===== src/rtl/gpio_status_pkg.sv =====
// Shared definitions for the status-LED GPIO sequencer: state encoding,
// state width, default pin count and a small constant helper.
package gpio_status_pkg;

    localparam int STATE_W    = 2;
    localparam int PIN_NO_DEF = 4;

    typedef enum logic [STATE_W-1:0] {
        WALK    = 2'd0,
        HANDOFF = 2'd1,
        SOC     = 2'd2,
        FAULT   = 2'd3
    } state_t;

    function automatic int max3(input int a, input int b, input int c);
        int m;
        m = (a > b) ? a : b;
        return (m > c) ? m : c;
    endfunction

endpackage


===== src/rtl/gpio_status_timer.sv =====
// Prescale counter: counts up from zero, pulses o_tick for one cycle when the
// count equals i_term, then restarts from zero. i_clear restarts it at once.
module gpio_status_timer #(
    parameter int W = 8
) (
    input  logic         i_clk,
    input  logic         i_rst,
    input  logic         i_clear,
    input  logic [W-1:0] i_term,
    output logic         o_tick
);

    logic [W-1:0] r_count;

    assign o_tick = (r_count == i_term);

    always_ff @(posedge i_clk or posedge i_rst) begin
        if (i_rst) begin
            r_count <= '0;
        end else if (i_clear || o_tick) begin
            r_count <= '0;
        end else begin
            r_count <= r_count + W'(1);
        end
    end

endmodule


===== src/rtl/gpio_status_sequencer.sv =====
// Status-LED pad owner: walking-one boot pattern, low handoff window, then SoC
// pass-through. Define GPIO_STATUS_FAULT_EN to add the sticky FAULT blink state.
module gpio_status_sequencer
    import gpio_status_pkg::*;
#(
    parameter int PIN_NO         = PIN_NO_DEF,
    parameter int STEP_CYCLES    = 25000000,
    parameter int HANDOFF_CYCLES = 1024,
    parameter int BLINK_CYCLES   = 12500000
) (
    input  logic               io_clock,
    input  logic               io_reset,
    input  logic               io_sysReset_in,
    input  logic               io_fault,
    input  logic [PIN_NO-1:0]  io_soc_write,
    input  logic [PIN_NO-1:0]  io_soc_writeEnable,
    output logic [PIN_NO-1:0]  io_soc_read,
    output logic [PIN_NO-1:0]  io_pins_write,
    output logic [PIN_NO-1:0]  io_pins_writeEnable,
    input  logic [PIN_NO-1:0]  io_pins_read,
    output logic [STATE_W-1:0] io_state
);

    localparam int MAXC = max3(STEP_CYCLES, HANDOFF_CYCLES, BLINK_CYCLES);
    localparam int TW   = (MAXC > 1) ? $clog2(MAXC) : 1;
    localparam logic [TW-1:0] TERM_STEP  = TW'(STEP_CYCLES - 1);
    localparam logic [TW-1:0] TERM_HAND  = TW'(HANDOFF_CYCLES - 1);
    localparam logic [TW-1:0] TERM_BLINK = TW'(BLINK_CYCLES - 1);

    state_t            r_state;
    logic [PIN_NO-1:0] r_pattern;
    logic              r_blink;
    logic [PIN_NO-1:0] r_pins_write;
    logic [PIN_NO-1:0] r_pins_we;
    logic [PIN_NO-1:0] r_sync1;
    logic [PIN_NO-1:0] r_sync2;

    state_t            w_next_state;
    logic [PIN_NO-1:0] w_next_pattern;
    logic              w_next_blink;
    logic [PIN_NO-1:0] w_pins_write_nxt;
    logic [PIN_NO-1:0] w_pins_we_nxt;
    logic [TW-1:0]     w_term;
    logic              w_clear;
    logic              w_tick;

`ifndef GPIO_STATUS_FAULT_EN
    logic w_unused_fault;
    assign w_unused_fault = io_fault;
`endif

    gpio_status_timer #(.W(TW)) u_timer (
        .i_clk   (io_clock),
        .i_rst   (io_reset),
        .i_clear (w_clear),
        .i_term  (w_term),
        .o_tick  (w_tick)
    );

    // Priority on one edge: fault, then SoC reset, then timer expiry.
    always_comb begin
        w_next_state   = r_state;
        w_next_pattern = r_pattern;
        w_next_blink   = r_blink;
        w_term         = TERM_STEP;
        case (r_state)
            WALK: begin
                w_term = TERM_STEP;
                if (!io_sysReset_in) begin
                    w_next_state = HANDOFF;
                end else if (w_tick) begin
                    w_next_pattern = (r_pattern << 1) | (r_pattern >> (PIN_NO - 1));
                end
            end
            HANDOFF: begin
                w_term = TERM_HAND;
                if (io_sysReset_in) begin
                    w_next_state   = WALK;
                    w_next_pattern = PIN_NO'(1);
                end else if (w_tick) begin
                    w_next_state = SOC;
                end
            end
            SOC: begin
                if (io_sysReset_in) begin
                    w_next_state   = WALK;
                    w_next_pattern = PIN_NO'(1);
                end
            end
            FAULT: begin
                w_term = TERM_BLINK;
                if (w_tick) begin
                    w_next_blink = ~r_blink;
                end
            end
        endcase
`ifdef GPIO_STATUS_FAULT_EN
        if (io_fault) begin
            w_next_state = FAULT;
            if (r_state != FAULT) begin
                w_next_blink = 1'b1;
            end
        end
`endif
    end

    // Pad values are computed from the next state so a state change shows on the same edge.
    always_comb begin
        w_pins_we_nxt    = '1;
        w_pins_write_nxt = '0;
        case (w_next_state)
            WALK:    w_pins_write_nxt = w_next_pattern;
            HANDOFF: w_pins_write_nxt = '0;
            SOC: begin
                w_pins_write_nxt = io_soc_write;
                w_pins_we_nxt    = io_soc_writeEnable;
            end
            FAULT:   w_pins_write_nxt = {PIN_NO{w_next_blink}};
        endcase
        w_clear = (w_next_state != r_state) || (r_state == SOC);
    end

    always_ff @(posedge io_clock or posedge io_reset) begin
        if (io_reset) begin
            r_state      <= WALK;
            r_pattern    <= PIN_NO'(1);
            r_blink      <= 1'b1;
            r_pins_write <= '0;
            r_pins_we    <= '0;
            r_sync1      <= '0;
            r_sync2      <= '0;
        end else begin
            r_state      <= w_next_state;
            r_pattern    <= w_next_pattern;
            r_blink      <= w_next_blink;
            r_pins_write <= w_pins_write_nxt;
            r_pins_we    <= w_pins_we_nxt;
            r_sync1      <= io_pins_read;
            r_sync2      <= r_sync1;
        end
    end

    assign io_pins_write       = r_pins_write;
    assign io_pins_writeEnable = r_pins_we;
    assign io_soc_read         = r_sync2;
    assign io_state            = r_state;

endmodule

===== config.mk =====
export PLATFORM = sky130hd
export DESIGN_NAME = gpio_status_sequencer
export DESIGN_NICKNAME = d
export VERILOG_FILES = /design/src/rtl/gpio_status_pkg.sv /design/src/rtl/gpio_status_timer.sv /design/src/rtl/gpio_status_sequencer.sv
export SDC_FILE = /design/constraint.sdc
export NUM_CORES = 1
export LEC_CHECK = 0
export BUFFER_PORTS_ARGS = -buffer_cell sky130_fd_sc_hd__buf_4
export CAP_MARGIN = 20
export CORE_UTILIZATION = 63
export DETAILED_ROUTE_END_ITERATION = 7
export PLACE_DENSITY = 0.85
export SLEW_MARGIN = 25
export SYNTH_ARGS = -nofsm -noshare
export SYNTH_HDL_FRONTEND = slang
export SYNTH_HIERARCHICAL = 1
export SYNTH_SLANG_ARGS = --single-unit
export TNS_END_PERCENT = 20

===== constraint.sdc =====
create_clock -name io_clock -period 8.2 [get_ports io_clock]
set_input_delay 1.64 -clock io_clock [delete_from_list [all_inputs] [get_ports io_clock]]
set_output_delay 1.64 -clock io_clock [all_outputs]
set_load 0.01 [all_outputs]

### After elaboration in Yosys (flattened, before gate mapping)

Cells that the tools add are included.

| word-level totals | value |
|---|---|
| output and inout bits | 14 |
| bits in registers | 48 |

| cells by class | value |
|---|---|
| reductions and logical operators | 5 |
| bitwise gates (word level) | 2 |
| muxes and demuxes | 15 |
| $add $sub $neg | 1 |
| eq/ne operators | 8 |

Operators with widths:

| operator | number |
|---|---|
| one-hot mux 25 bit (2 select lines) | 1 |
| adder 25 x 1 -> 25 bit, second input constant | 1 |
| == test 25 bit | 1 |
| two-way mux 25 bit | 1 |
| two-way mux 4 bit | 4 |
| one-hot mux 4 bit (4 select lines) | 1 |
| == test 2 bit, second input constant | 4 |
| two-way mux 2 bit | 4 |
| one-hot mux 4 bit (2 select lines) | 1 |
| one-hot mux 2 bit (3 select lines) | 1 |
| == test 2 x 1 -> 1 bit, second input constant | 2 |
| zero test 2 bit | 2 |
| bitwise OR 4 x 1 -> 4 bit | 1 |
| logical OR 1 bit | 2 |
| two-way mux 1 bit | 2 |
| inequality test 2 bit | 1 |
| OR reduction 2 bit | 1 |
| inverter 1 bit | 1 |

### Depth between registers and ports, before layout

Gate-level depths: netlist of run 1.

| logic depth | value |
|---|---|
| depth after elaboration | 10 |
| depth in mapped cells | 16 |
| mapped depth without buffers | 12 |

### Modules after synthesis

Netlist of run 1, hierarchy kept.

Modules (own cells, without submodules):

| module | area each (sq um) | cells each | times used |
|---|---|---|---|
| gpio_status_timer | 1,730.4 | 177 | 1 |
| gpio_status_sequencer | 1,064.8 | 84 | 1 |

### Worst setup path after synthesis of run 1

No wires, ideal clock.

| timing path | value |
|---|---|
| kind | flip-flop to flip-flop |
| start point | reg r_state[1] (netlist: io_state[1]) |
| end point | reg u_timer.r_count[16] |
| buffers on the path | 4 |
| path slack | 4,297 ps |
| data arrival time | 3,741 ps |
| cell stages (with the launch flop) | 17 |
| cells stage by stage | dfrtp_1 > inv_1 > ha_1 > nor2_1 > xnor2_1 > nand4_1 > nor3_1 > clkbuf_1 > and2_1 > buf_2 > nor3b_2 > nor4_1 > a21o_1 > a2111o_1 > buf_1 > clkbuf_1 > a221oi_1 |

| between the ends | value |
|---|---|
| cells in the longest elaborated chain, start to end | 10 |
| elaborated cells between the ends (all ways) | 15 |
| those cells by class | 5 x eq/ne; 7 x mux; 3 x reduce/logical |

RTL lines:

| item | line | text |
|---|---|---|
| from (decl) | gpio_status_sequencer.sv:30 | `state_t r_state;` |
| from (signal assigned) | gpio_status_sequencer.sv:133 | `r_state <= w_next_state;` |
| == test 2 bit or == test 2 x 1 -> 1 bit (tied branches) | gpio_status_sequencer.sv:66 | `case (r_state)` |
| one-hot mux 25 bit (2 select lines) * | gpio_status_sequencer.sv:66 |  |
| named net w_term[6] | gpio_status_sequencer.sv:43 | `logic [TW-1:0] w_term;` |
| == test 25 bit * | gpio_status_timer.sv:15 | `assign o_tick = (r_count == i_term);` |
| named net w_tick | gpio_status_sequencer.sv:45 | `logic w_tick;` |
| two-way mux 2 bit * | gpio_status_sequencer.sv:80 | `end else if (w_tick) begin` |
| two-way mux 2 bit * | gpio_status_sequencer.sv:77 | `if (io_sysReset_in) begin` |
| one-hot mux 2 bit (3 select lines) * | gpio_status_sequencer.sv:66 |  |
| inequality test 2 bit * | gpio_status_sequencer.sv:120 | `w_clear = (w_next_state != r_state) \|\| (r_state == SOC);` |
| logical OR 1 bit * | gpio_status_sequencer.sv:120 |  |
| named net w_clear | gpio_status_sequencer.sv:44 | `logic w_clear;` |
| logical OR 1 bit * | gpio_status_timer.sv:20 | `end else if (i_clear \|\| o_tick) begin` |
| two-way mux 25 bit * | gpio_status_timer.sv:20 |  |
| to (signal assigned) | gpio_status_timer.sv:23 | `r_count <= r_count + W'(1);` |
| to (decl) | gpio_status_timer.sv:13 | `logic [W-1:0] r_count;` |

Mark *: on every way through the listed nets, which the timed path passes. The rest lies on a longest branch.

### Worst setup path in the final report of run 1

| timing path | value |
|---|---|
| start point | reg r_state[1] (netlist: io_state[1]) |
| end point | reg u_timer.r_count[14] |

Same word-level chain as after synthesis.

==> results of run 1 <==
## metal layers
metal	track usage	vias up	routed length, µm
met3	0.04934	11	315
met1	0.4011	1095	2702
met5	0	-	0
met4	0.1120	0	105
li1	-	1017	-
met2	0.4792	81	3190
## flip-flops by register name (all words and copies together) (netlist names)
name / cells
r_pattern: 4
io_pins_writeEnable: 4
io_pins_write: 4
r_blink: 1
u_timer/r_count: 25
io_soc_read: 4
io_state: 2
r_sync1: 4
## layout make-up
class                      instances  share of cell area
timing repair buffer              30             0.07151
multi-input combinational        190              0.4768
tap                               50             0.01986
sequential                        48              0.3822
clock buffer                       5             0.02185
clock inverter                     3             0.01470
inverter                          11             0.01311
## critical path: cells and delay by family, from the launching register on
| kind | cells | cell delay, ns |
|---|---|---|
| AND/OR/NAND/NOR | 6 | 1.52 |
| buffers and inverters | 1 | 0.18 |
| XOR/XNOR | 1 | 0.18 |
| flip-flops | 1 | 0.51 |
| AO/OA/AOI/OAI | 3 | 0.99 |
| adder cells (fa/ha/maj) | 1 | 0.35 |
## worst paths after layout
kind                       slack (ns)        start  cells past startpoint             endpoint
max                              4.28  io_state[1]                     12  u_timer/r_count[14]
min                              0.36   r_sync1[3]                      0       io_soc_read[3]
max reg2reg                      4.28  io_state[1]                     12  u_timer/r_count[14]
min reg2reg                      0.36   r_sync1[3]                      0       io_soc_read[3]
max in group asynchronous        6.15     io_reset                      2     io_pins_write[3]
min in group asynchronous        1.38     io_reset                      2   u_timer/r_count[2]
## power by group through the flow
| stage | sequential [µW] | combinational, µW | clock, µW |
|---|---|---|---|
| 3_3_place_gp | 294 | 240 | 0 |
| 2_1_floorplan | 292 | 189 | 0 |
| 6_report | 293 | 252 | 175 |
| 5_1_grt | 295 | 278 | 189 |
| 4_1_cts | 292 | 251 | 178 |
| 3_5_place_dp | 297 | 249 | 0 |
## logic make-up (layout without fill, tap and decap cells)
family,count (synthesis),after routing,synth area share
compound gates,58,58,0.1826
flops,48,48,0.4306
buf+inv,27,49,0.04252
simple gates,82,82,0.1925
fa+ha+maj,7,7,0.03133
other cells,1,5,0.001342
xor+xnor,38,38,0.1191
## per-stage QoR
step / power [µW] / utilization / hold WS [ns] / cells
global route: 762.0 / 0.7653 / 0.3683 / 337
CTS: 720.7 / 0.7653 / 0.3589 / 337
finish: 719.8 / 0.7653 / 0.3563 / 337
floorplan: 480.8 / - / 0.3312 / 265
detailed placement: 545.6 / 0.7373 / 0.3373 / 329
global placement: 533.7 / 0.7373 / 0.3336 / 329
## layout by cell type (no fill, tap or decap), types with 5 or more instances in the layout
cell | Yosys | layout
dfrtp_1 | 46 | 46
xnor2_1 | 32 | 32
buf_4 | 0 | 30
a211oi_1 | 13 | 13
nand4_1 | 11 | 11
nand2_1 | 11 | 11
inv_1 | 11 | 10
nand3_1 | 9 | 9
o21ai_0 | 8 | 8
ha_1 | 7 | 7
or3_1 | 7 | 7
a221oi_2 | 7 | 7
xor2_1 | 6 | 6
a2bb2oi_1 | 5 | 5
or2_1 | 5 | 5
clkbuf_8 | 0 | 5
conb_1 | 1 | 5
a221oi_1 | 5 | 5
==> key figures, run 1 <==
Placement
  • # port buffers: 28
  • Pre-CTS WS: 4.420 ns
  • Placer Congestion: 0.8039
  • Placed cell areas: 3034 µm²
  • HPWL reported at the end of detailed placement: approximately 4300 µm

Power and ir drop
  • Comb power frac: 0.350
  • Maximum vdd ir drop: approximately 0.18 mV
  • Int Power: roughly 470 µW
  • Clock Power Share: 0.243
  • PD cells: 228.6 nW/µm²
  • Sw Share: 0.3529
  • Seq pwr share: 0.407
  • Switch Pwr: between 200 and 300 µW
  • Leak Pwr: ~0.0012 µW

Worst setup path
  • Worst path max stage delay: approximately 0.74 ns
  • Req. time, crit path: 8.33 ns
  • Crit Path Category: flip-flop to flip-flop
  • Crit Path Max Fanout: 25
  • CP Launch Type: flip-flop
  • CP max-delay cell: a2111o_1
  • CP endpoint kind: flip-flop
  • WP data arrival: 4.05 ns
  • Critical Path, Cell by Cell: inv_1, ha_1, nor2_1, xnor2_1, nand4_1, nor4_4, and2_1, nor3b_2, nor4_1, a21o_1, a2111o_1, a221oi_1

Finish
  • Share of layout cells above drive strength 1: 0.2195
  • Filler cell count: 281
  • Final instance area: 3149 µm²
  • Final #Nets: just over 300
  • Area occupied by registers: 1204 µm²
  • Antenna cell count: 0
  • Layout area overhead: 12.67%
  • Area of the multi-input gates: 1501 µm²

Clock network
  • CTS tree: done
  • CTS Hold Bufs: 0
  • Clk buf depth: 2
  • Number of setup buffers added after CTS: 0
  • Clock Latency Late Sink: 0.31 ns
  • CTS sink count: 48
  • Root Buffer: clkbuf_8
  • Post-CTS Resized: 0
  • H-tree depth: 2
  • Clk pin slew, worst setup/hold paths: 0.09 ns
  • CTS buffer count: 5

STA
  • Final slew viol count: 0
  • Final setup margin: about 4.3 ns
  • Final period util: 0.4777
  • RSZ-0062 raised after global routing: no
  • Slew @ Worst Pin: 0.9721 ns
  • Clk_skew: 0.004193 ns
  • Final Setup Violations: 0
  • Slew HR: 0.3519
  • Setup TNS: 0 ns
  • Fin crit period: between 3 and 4 ns
  • Fin. Hold Viols: 0
  • Max Fclk: around 260 MHz

Logic synthesis
  • Post-synth top cells: dfrtp_1, xnor2_1, a211oi_1
  • Most frequent cell after synthesis: dfrtp_1
  • Mean Syn Cell Area: 10.71 µm²
  • Primary FF master, synth: dfrtp_1
  • YS warnings: 6
  • Sequential element share of the synthesized area: 0.4306
  • Unique masters post-synth: 54
  • EDFF count, synth: 0
  • Cells after Synth: 261
  • Top cells by area, synth: dfrtp_1, xnor2_1, a221oi_2
  • Yosys reg bits: 48
  • Area leader, netlist: dfrtp_1
  • Ys async rst share: 1.000
  • Synth Cell Area: 2795 µm²
  • Post-synth top area share: 0.4118

Floorplan
  • Die width: approximately 69 µm
  • Initial Util: 0.6792
  • Core area: approximately 4100 µm²
  • I/O pin count: 30
  • Die H: between 60 and 70 µm
  • DIE AREA: 4707 µm²
  • FP Rows: 23

Global routing
  • Largest net degree at the start of global routing: 26
  • GRT overflow: 0
  • Gr usage total: 0.2974
  • Initial antenna violation count: 0
  • Vias in the first global route: ~2100
  • First-pass GRT wire length: 10140 µm

Drt
  • Via Count: between 2000 and 2500
  • # DRC: 0
  • WL final: 6314 µm
  • Detailed router's first-iteration violation count: 215
  • DR vias/cell: roughly 6.5
  • ANT nets after route: 0
  • Drt wl/cell: around 19 µm
  • Drt first pass iters: 5

Worst hold path
  • Hold Crit Class: flip-flop to flip-flop

Job
  • Max-cap violations: 0

Run status
  • Status: complete, no violations
Note: power is estimated with default switching activity, not from simulation.
==> run 2: changes to the inputs <==
--- a/config.mk
+++ b/config.mk
@@ -5,11 +5,12 @@
 export SDC_FILE = /design/constraint.sdc
 export NUM_CORES = 1
 export LEC_CHECK = 0
+export ABC_AREA = 1
 export BUFFER_PORTS_ARGS = -buffer_cell sky130_fd_sc_hd__buf_4
 export CAP_MARGIN = 20
-export CORE_UTILIZATION = 63
+export CORE_UTILIZATION = 59
 export DETAILED_ROUTE_END_ITERATION = 7
-export PLACE_DENSITY = 0.85
+export PLACE_DENSITY = 0.8
 export SLEW_MARGIN = 25
 export SYNTH_ARGS = -nofsm -noshare
 export SYNTH_HDL_FRONTEND = slang
==> constraint.sdc (replaced) <==
create_clock -name io_clock -period 4 [get_ports io_clock]
set_input_delay 0.8 -clock io_clock [delete_from_list [all_inputs] [get_ports io_clock]]
set_output_delay 0.8 -clock io_clock [all_outputs]
set_load 0.01 [all_outputs]
==> key figures, run 2 <==
Logic synthesis
  • Post-synth top area share: 0.3966 (-0.01527)
  • EDFF count, synth: 0 (unchanged)
  • Area leader, netlist: dfrtp_1
  • Post-synth top cells: nand2_1, nor2_1, inv_1, dfrtp_1, nand3_1
  • Most frequent cell after synthesis: nand2_1
  • Sequential element share of the synthesized area: 0.4147 (-0.01596)
  • Synth Cell Area: 2903 µm² (+3.8%)
  • Mean Syn Cell Area: 7.293 µm² (-32%)
  • Unique masters post-synth: 28 (-48%)
  • YS warnings: 6 (unchanged)
  • Cells after Synth: 398 (+52%)
  • Primary FF master, synth: dfrtp_1
  • Top cells by area, synth: dfrtp_1, nand2_1, nor2_1
  • Ys async rst share: 1.000 (unchanged)
  • Yosys reg bits: 48 (unchanged)

Drt
  • Via Count: 2432 (+10%)
  • # DRC: 0 (unchanged)
  • DR vias/cell: 4.835 (-26%)
  • WL final: 5879 µm (-6.9%)
  • Drt first pass iters: 4 (-1)
  • ANT nets after route: 0 (unchanged)
  • Detailed router's first-iteration violation count: 143 (-33%)
  • Drt wl/cell: 11.69 µm (-38%)

Floorplan
  • Initial Util: 0.6146 (-0.06466)
  • DIE AREA: 5204 µm² (+11%)
  • Die H: 72.14 µm (+5.1%)
  • I/O pin count: 30 (unchanged)
  • Die width: 72.14 µm (+5.1%)
  • Core area: 4723 µm² (+15%)
  • FP Rows: 25 (+8.7%)

Placement
  • HPWL reported at the end of detailed placement: 4435 µm (+2.1%)
  • # port buffers: 28 (unchanged)
  • Placer Congestion: 0.8826 (+9.8%)
  • Pre-CTS WS: 0.8954 ns (-3.524 ns)
  • Post-Place Cells: 495 (+50%)

Worst setup path
  • WP data arrival: 3.35 ns (-0.70 ns)
  • Req. time, crit path: 4.19 ns (-4.14 ns)
  • Crit Path Category: flip-flop to flip-flop
  • CP endpoint kind: flip-flop
  • Reg2reg setup slack: 0.84 ns (-3.44 ns)
  • FF-to-FF Start: io_state[1]
  • CP Launch Type: flip-flop
  • Reg2reg path depth: 18 (+6)
  • Reg2reg end: u_timer/r_count[4]
  • Crit Path Max Fanout: 25 (unchanged)

STA
  • Final Setup Violations: 0 (unchanged)
  • Final setup margin: 0.8387 ns (-3.444 ns)
  • Fin. Hold Viols: 0 (unchanged)
  • Clk_skew: 0.009343 ns (+0.005150 ns)
  • Setup TNS: 0 ns (unchanged)
  • RSZ-0062 raised after global routing: no
  • Fin crit period: 3.161 ns (-0.7561 ns)
  • Slew HR: 0.4003 (+0.04840)
  • Final slew viol count: 0 (unchanged)
  • Final period util: 0.7903 (+0.3126)
  • Slew @ Worst Pin: 0.8940 ns (-0.07813 ns)
  • Max Fclk: 316.3 MHz (+24%)

Clock network
  • Clk pin slew, worst setup/hold paths: 0.10 ns (about the same)
  • Clk buf depth: 2 (unchanged)
  • Clock Latency Late Sink: 0.31 ns (about the same)
  • CTS buffer count: 5 (unchanged)
  • CTS tree: done
  • CTS sink count: 48 (unchanged)
  • Number of setup buffers added after CTS: 0 (unchanged)
  • H-tree depth: 2 (unchanged)
  • CTS Hold Bufs: 0 (unchanged)
  • Root Buffer: clkbuf_8
  • Post-CTS Resized: 0 (unchanged)

Power and ir drop
  • Total chip power: 881.0 µW (+22%)
  • Leak Pwr: 0.001686 µW (+40%)
  • Maximum vdd ir drop: 0.2225 mV (+27%)
  • PD cells: 266.6 nW/µm² (+17%)

Finish
  • Core Util, Final: 0.6996 (-0.06568)
  • Share of layout cells above drive strength 1: 0.1766 (-0.04291)
  • Max FFs per register: 25 (unchanged)
  • Final #Nets: 458 (+48%)
  • Filler cell count: 406 (+44%)
  • Post-Layout Cell Count: 503 (+49%)
  • Layout area overhead: 13.84%
  • Register with the most flip-flops: u_timer/r_count
  • Commonest non-fill, non-tap cell in the layout: nand2_1
  • Most frequent cells in the layout: nand2_1, nor2_1, inv_1
  • Antenna cell count: 0 (unchanged)

Worst hold path
  • Hold EP: io_soc_read[1]
  • Hold Crit Start: r_sync1[1]
  • Hold Path Cell Cnt: 0 (unchanged)
  • Hold Crit Class: flip-flop to flip-flop

Global routing
  • Initial antenna violation count: 0 (unchanged)
  • Vias in the first global route: 2350 (+14%)
  • GRT overflow: 0 (unchanged)
  • First-pass GRT wire length: 10400 µm (+2.6%)
  • Largest net degree at the start of global routing: 26 (unchanged)
  • Gr usage total: 0.2596 (-0.03781)

Job
  • Max-cap violations: 0 (unchanged)

Run status
  • Status: complete, no violations
run 2: cell types whose count changed in the layout (fill, tap and decap cells not counted), sizes merged, moves of 7 or more:
cell	previous run	this run
nand2	13	125
nor2	3	68
inv	12	73
xnor2	32	10
a211oi	13	0
a221oi	12	0
nand3	10	22
xor2	6	17
nand4	12	5
or3	7	0
run 2: through the flow:
step           hold WS [ns]  area, µm²
3_3_place_gp         0.3339       3189
5_1_grt              0.3626       3304
4_1_cts              0.3603       3304
3_5_place_dp         0.3373       3189
2_1_floorplan        0.3312       2918
6_report             0.3584       3304
run 2: final cells by class:
cell class                 instances  area (µm²)  area share
clock buffer                       5       68.82     0.02083
clock inverter                     3       46.29     0.01401
inverter                          73       274.0     0.08292
multi-input combinational        279        1418      0.4290
sequential                        48        1204      0.3643
tap                               67       83.83     0.02537
timing repair buffer              28       210.2     0.06361
run 2: worst max path at each step:
| stage | from | end | cells after the start | slack, ns |
|---|---|---|---|---|
| final | io_state[1] | u_timer/r_count[4] | 18 | 0.84 |
| after global routing | io_state[1] | u_timer/r_count[4] | 20 | 0.46 |
| after detailed placement | io_state[1] | u_timer/r_count[22] | 18 | 0.90 |
| after CTS | io_state[1] | u_timer/r_count[4] | 18 | 0.84 |
| after floorplan | io_state[1] | u_timer/r_count[14] | 19 | 1.37 |
| after global placement | io_state[1] | u_timer/r_count[21] | 18 | 0.97 |
run 2: critical path: stages, from the launching register on:
cell     delay, ns
dfrtp_1       0.43
inv_1         0.13
ha_1          0.37
nor2_1        0.48
inv_1         0.08
nand2_1       0.07
nand2_1       0.04
nor2_1        0.09
nand3_1       0.10
nor2_1        0.13
nand3_2       0.11
inv_1         0.17
nand2_1       0.09
o21ai_2       0.17
o21ai_0       0.10
nand3_1       0.08
inv_1         0.06
nand2_4       0.25
nor2_1        0.09
run 2: kinds of logic (layout without fill, tap and decap cells):
group,Yosys count,count (layout),share of synthesized area
xor+xnor,27,27,0.08146
fa+ha+maj,7,7,0.03017
flops,48,48,0.4147
simple gates,227,227,0.3427
other cells,1,5,0.001292
buf+inv,75,109,0.1022
compound gates,13,13,0.02759
run 2: report_power, final:
part / switching, µW / leakage, µW / internal (µW)
Clock: 173 / 0.0000548 / 188
Sequential: 1.12 / 0.000578 / 489
Combinational: 16.0 / 0.00105 / 13.0
Total: 191 / 0.00169 / 690
run 2: per-layer routing:
metal	vias to the layer above	share of wire	track usage
li1	1253	-	-
met1	1114	0.43	0.3218
met2	55	0.50	0.4486
met3	10	0.048	0.05694
met4	0	0.020	0.08715
met5	-	0	0
==> run 3: changes to the inputs <==
==> constraint.sdc (replaced) <==
create_clock -name io_clock -period 3.23 [get_ports io_clock]
set_input_delay 0.646 -clock io_clock [delete_from_list [all_inputs] [get_ports io_clock]]
set_output_delay 0.646 -clock io_clock [all_outputs]
set_load 0.01 [all_outputs]
==> key figures, run 3 (synthesis gave the netlist of run 2 again) <==
Floorplan
  • I/O pin count: 30 (unchanged)
  • Initial Util: 0.6146 (unchanged)
  • Die width: 72.14 µm (unchanged)
  • Die H: 72.14 µm (unchanged)
  • Core area: 4723 µm² (unchanged)
  • FP Rows: 25 (unchanged)
  • DIE AREA: 5204 µm² (unchanged)

STA
  • Setup TNS: 0 ns (unchanged)
  • Fin. Hold Viols: 0 (unchanged)
  • Final period util: 0.8978 (+0.1075)
  • Max Fclk: 344.8 MHz (+9.0%)
  • RSZ-0062 raised after global routing: no
  • Fin crit period: 2.900 ns (-0.2615 ns)
  • Slew HR: 0.4642 (+0.06387)
  • Clk_skew: 0.01740 ns (+0.008052 ns)
  • Slew @ Worst Pin: 0.8028 ns (-0.09116 ns)
  • Final slew viol count: 0 (unchanged)
  • Final setup margin: 0.3302 ns (-0.5085 ns)
  • Final Setup Violations: 0 (unchanged)

Global routing
  • Gr usage total: 0.2501 (-0.009420)
  • Initial antenna violation count: 0 (unchanged)
  • Largest net degree at the start of global routing: 26 (unchanged)
  • Vias in the first global route: 2340 (-0.43%)
  • GRT overflow: 0 (unchanged)
  • First-pass GRT wire length: 10030 µm (-3.5%)

Clock network
  • Clock Latency Late Sink: 0.31 ns (about the same)
  • Clk buf depth: 2 (unchanged)
  • CTS buffer count: 5 (unchanged)
  • Root Buffer: clkbuf_8
  • Clk pin slew, worst setup/hold paths: 0.10 ns (about the same)
  • Number of setup buffers added after CTS: 0 (unchanged)
  • Post-CTS Resized: 0 (unchanged)
  • CTS tree: done
  • CTS sink count: 48 (unchanged)
  • H-tree depth: 2 (unchanged)
  • CTS Hold Bufs: 0 (unchanged)

Drt
  • Detailed router's first-iteration violation count: 167 (+17%)
  • Drt wl/cell: 11.58 µm (-0.91%)
  • Drt first pass iters: 4 (unchanged)
  • Via Count: 2460 (+1.2%)
  • DR vias/cell: 4.881 (+0.95%)
  • # DRC: 0 (unchanged)
  • ANT nets after route: 0 (unchanged)
  • WL final: 5837 µm (-0.71%)

Worst setup path
  • CP max-delay cell: dfrtp_1
  • Reg2reg path depth: 20 (+2)
  • Crit Path Max Fanout: 25 (unchanged)
  • WP data arrival: 3.08 ns (-0.27 ns)
  • Crit Path Category: flip-flop to flip-flop
  • CP Launch Type: flip-flop
  • Worst path max stage delay: 0.43 ns (-0.05 ns)
  • Req. time, crit path: 3.41 ns (-0.78 ns)
  • Most Frequent Cell on Critical Path: nand2_1
  • Critical Path, Cell by Cell: inv_1, ha_1, inv_1, inv_1, nand2_1, nand2_1, nor2_1, nand3_1, nor2_1, nand3_2, inv_1, nand2_1, nand3_1, nand2_1, nand2_1, nand2_1, nand3_1, inv_1, nand2_4, nor2_1
  • CP endpoint kind: flip-flop

Finish
  • Max FFs per register: 25 (unchanged)
  • Most frequent cells in the layout: nand2_1, nor2_1, inv_1
  • Register with the most flip-flops: u_timer/r_count
  • Layout area overhead: 14.96%
  • Share of layout cells above drive strength 1: 0.1831 (+0.006461)
  • Antenna cell count: 0 (unchanged)
  • Commonest non-fill, non-tap cell in the layout: nand2_1
  • Final #Nets: 459 (+0.22%)
  • Area of the multi-input gates: 1420 µm² (+0.18%)
  • Final instance area: 3337 µm² (+0.98%)
  • Filler cell count: 397 (-2.2%)
  • Post-Layout Cell Count: 504 (+0.20%)
  • Area occupied by registers: 1204 µm² (unchanged)

Placement
  • HPWL reported at the end of detailed placement: 4485 µm (+1.1%)
  • Post-Place Cells: 496 (+0.20%)
  • Pre-CTS WS: 0.3482 ns (-0.5472 ns)
  • # port buffers: 28 (unchanged)
  • Placed cell areas: 3197 µm² (+0.24%)
  • Placer Congestion: 0.8784 (-0.48%)

Job
  • Max-cap violations: 0 (unchanged)

Worst hold path
  • Hold Crit Class: flip-flop to flip-flop
  • Hold Path Cell Cnt: 0 (unchanged)

Power and ir drop
  • Maximum vdd ir drop: 0.2807 mV (+26%)
  • Total chip power: 1166 µW (+32%)
  • PD cells: 349.5 nW/µm² (+31%)
  • Leak Pwr: 0.001708 µW (+1.3%)

Run status
  • Status: complete, no violations
[run 3: path summary, 6_finish.rpt]
| check | slack [ns] | from | endpoint |
|---|---|---|---|
| setup reg to reg | 0.33 | io_state[1] | u_timer/r_count[2] |
| hold reg to reg | 0.34 | r_sync1[0] | io_soc_read[0] |
| max in group asynchronous | 2.23 | io_reset | r_pattern[2] |
| setup / recovery | 0.33 | io_state[1] | u_timer/r_count[2] |
| hold / removal | 0.34 | r_sync1[0] | io_soc_read[0] |
| min in group asynchronous | 0.38 | io_reset | u_timer/r_count[3] |
[run 3: layer usage]
metal | vias up | wire length, µm | track usage
met3 | 14 | 296 | 0.06389
li1 | 1256 | - | -
met5 | - | 0 | 0
met1 | 1126 | 2494 | 0.2906
met4 | 0 | 153 | 0.1046
met2 | 64 | 2893 | 0.4382
[run 3: critical path: cells and delay by family (launching register included)]
kind | cells | cell delay [ns]
DFF | 1 | 0.43
and+or+nand+nor | 14 | 1.40
adders and majority gates | 1 | 0.20
buffers and inverters | 5 | 0.73
[run 3: layout make-up]
| class | instances | area share |
|---|---|---|
| clock buffer | 5 | 0.02062 |
| clock inverter | 3 | 0.02062 |
| inverter | 73 | 0.08211 |
| multi-input combinational | 279 | 0.4256 |
| sequential | 48 | 0.3607 |
| tap | 67 | 0.02512 |
| timing repair buffer | 29 | 0.06524 |
[run 3: power by group]
group | total [µW] | switching [µW] | internal (µW) | leakage (µW)
clock | 524 | 212 | 312 | 0.0000687
sequential | 607 | 1.32 | 606 | 0.000578
combinational | 35.7 | 19.6 | 16.1 | 0.00106
total | 1170 | 233 | 933 | 0.00171
[run 3: metrics by stage]
| stage | hold slack, ns | utilization |
|---|---|---|
| finish | 0.3434 | 0.7065 |
| global route | 0.3492 | 0.7065 |
| CTS | 0.3510 | 0.7060 |
| detailed placement | 0.3379 | 0.6768 |
| global placement | 0.3337 | 0.6768 |
| floorplan | 0.3312 | - |
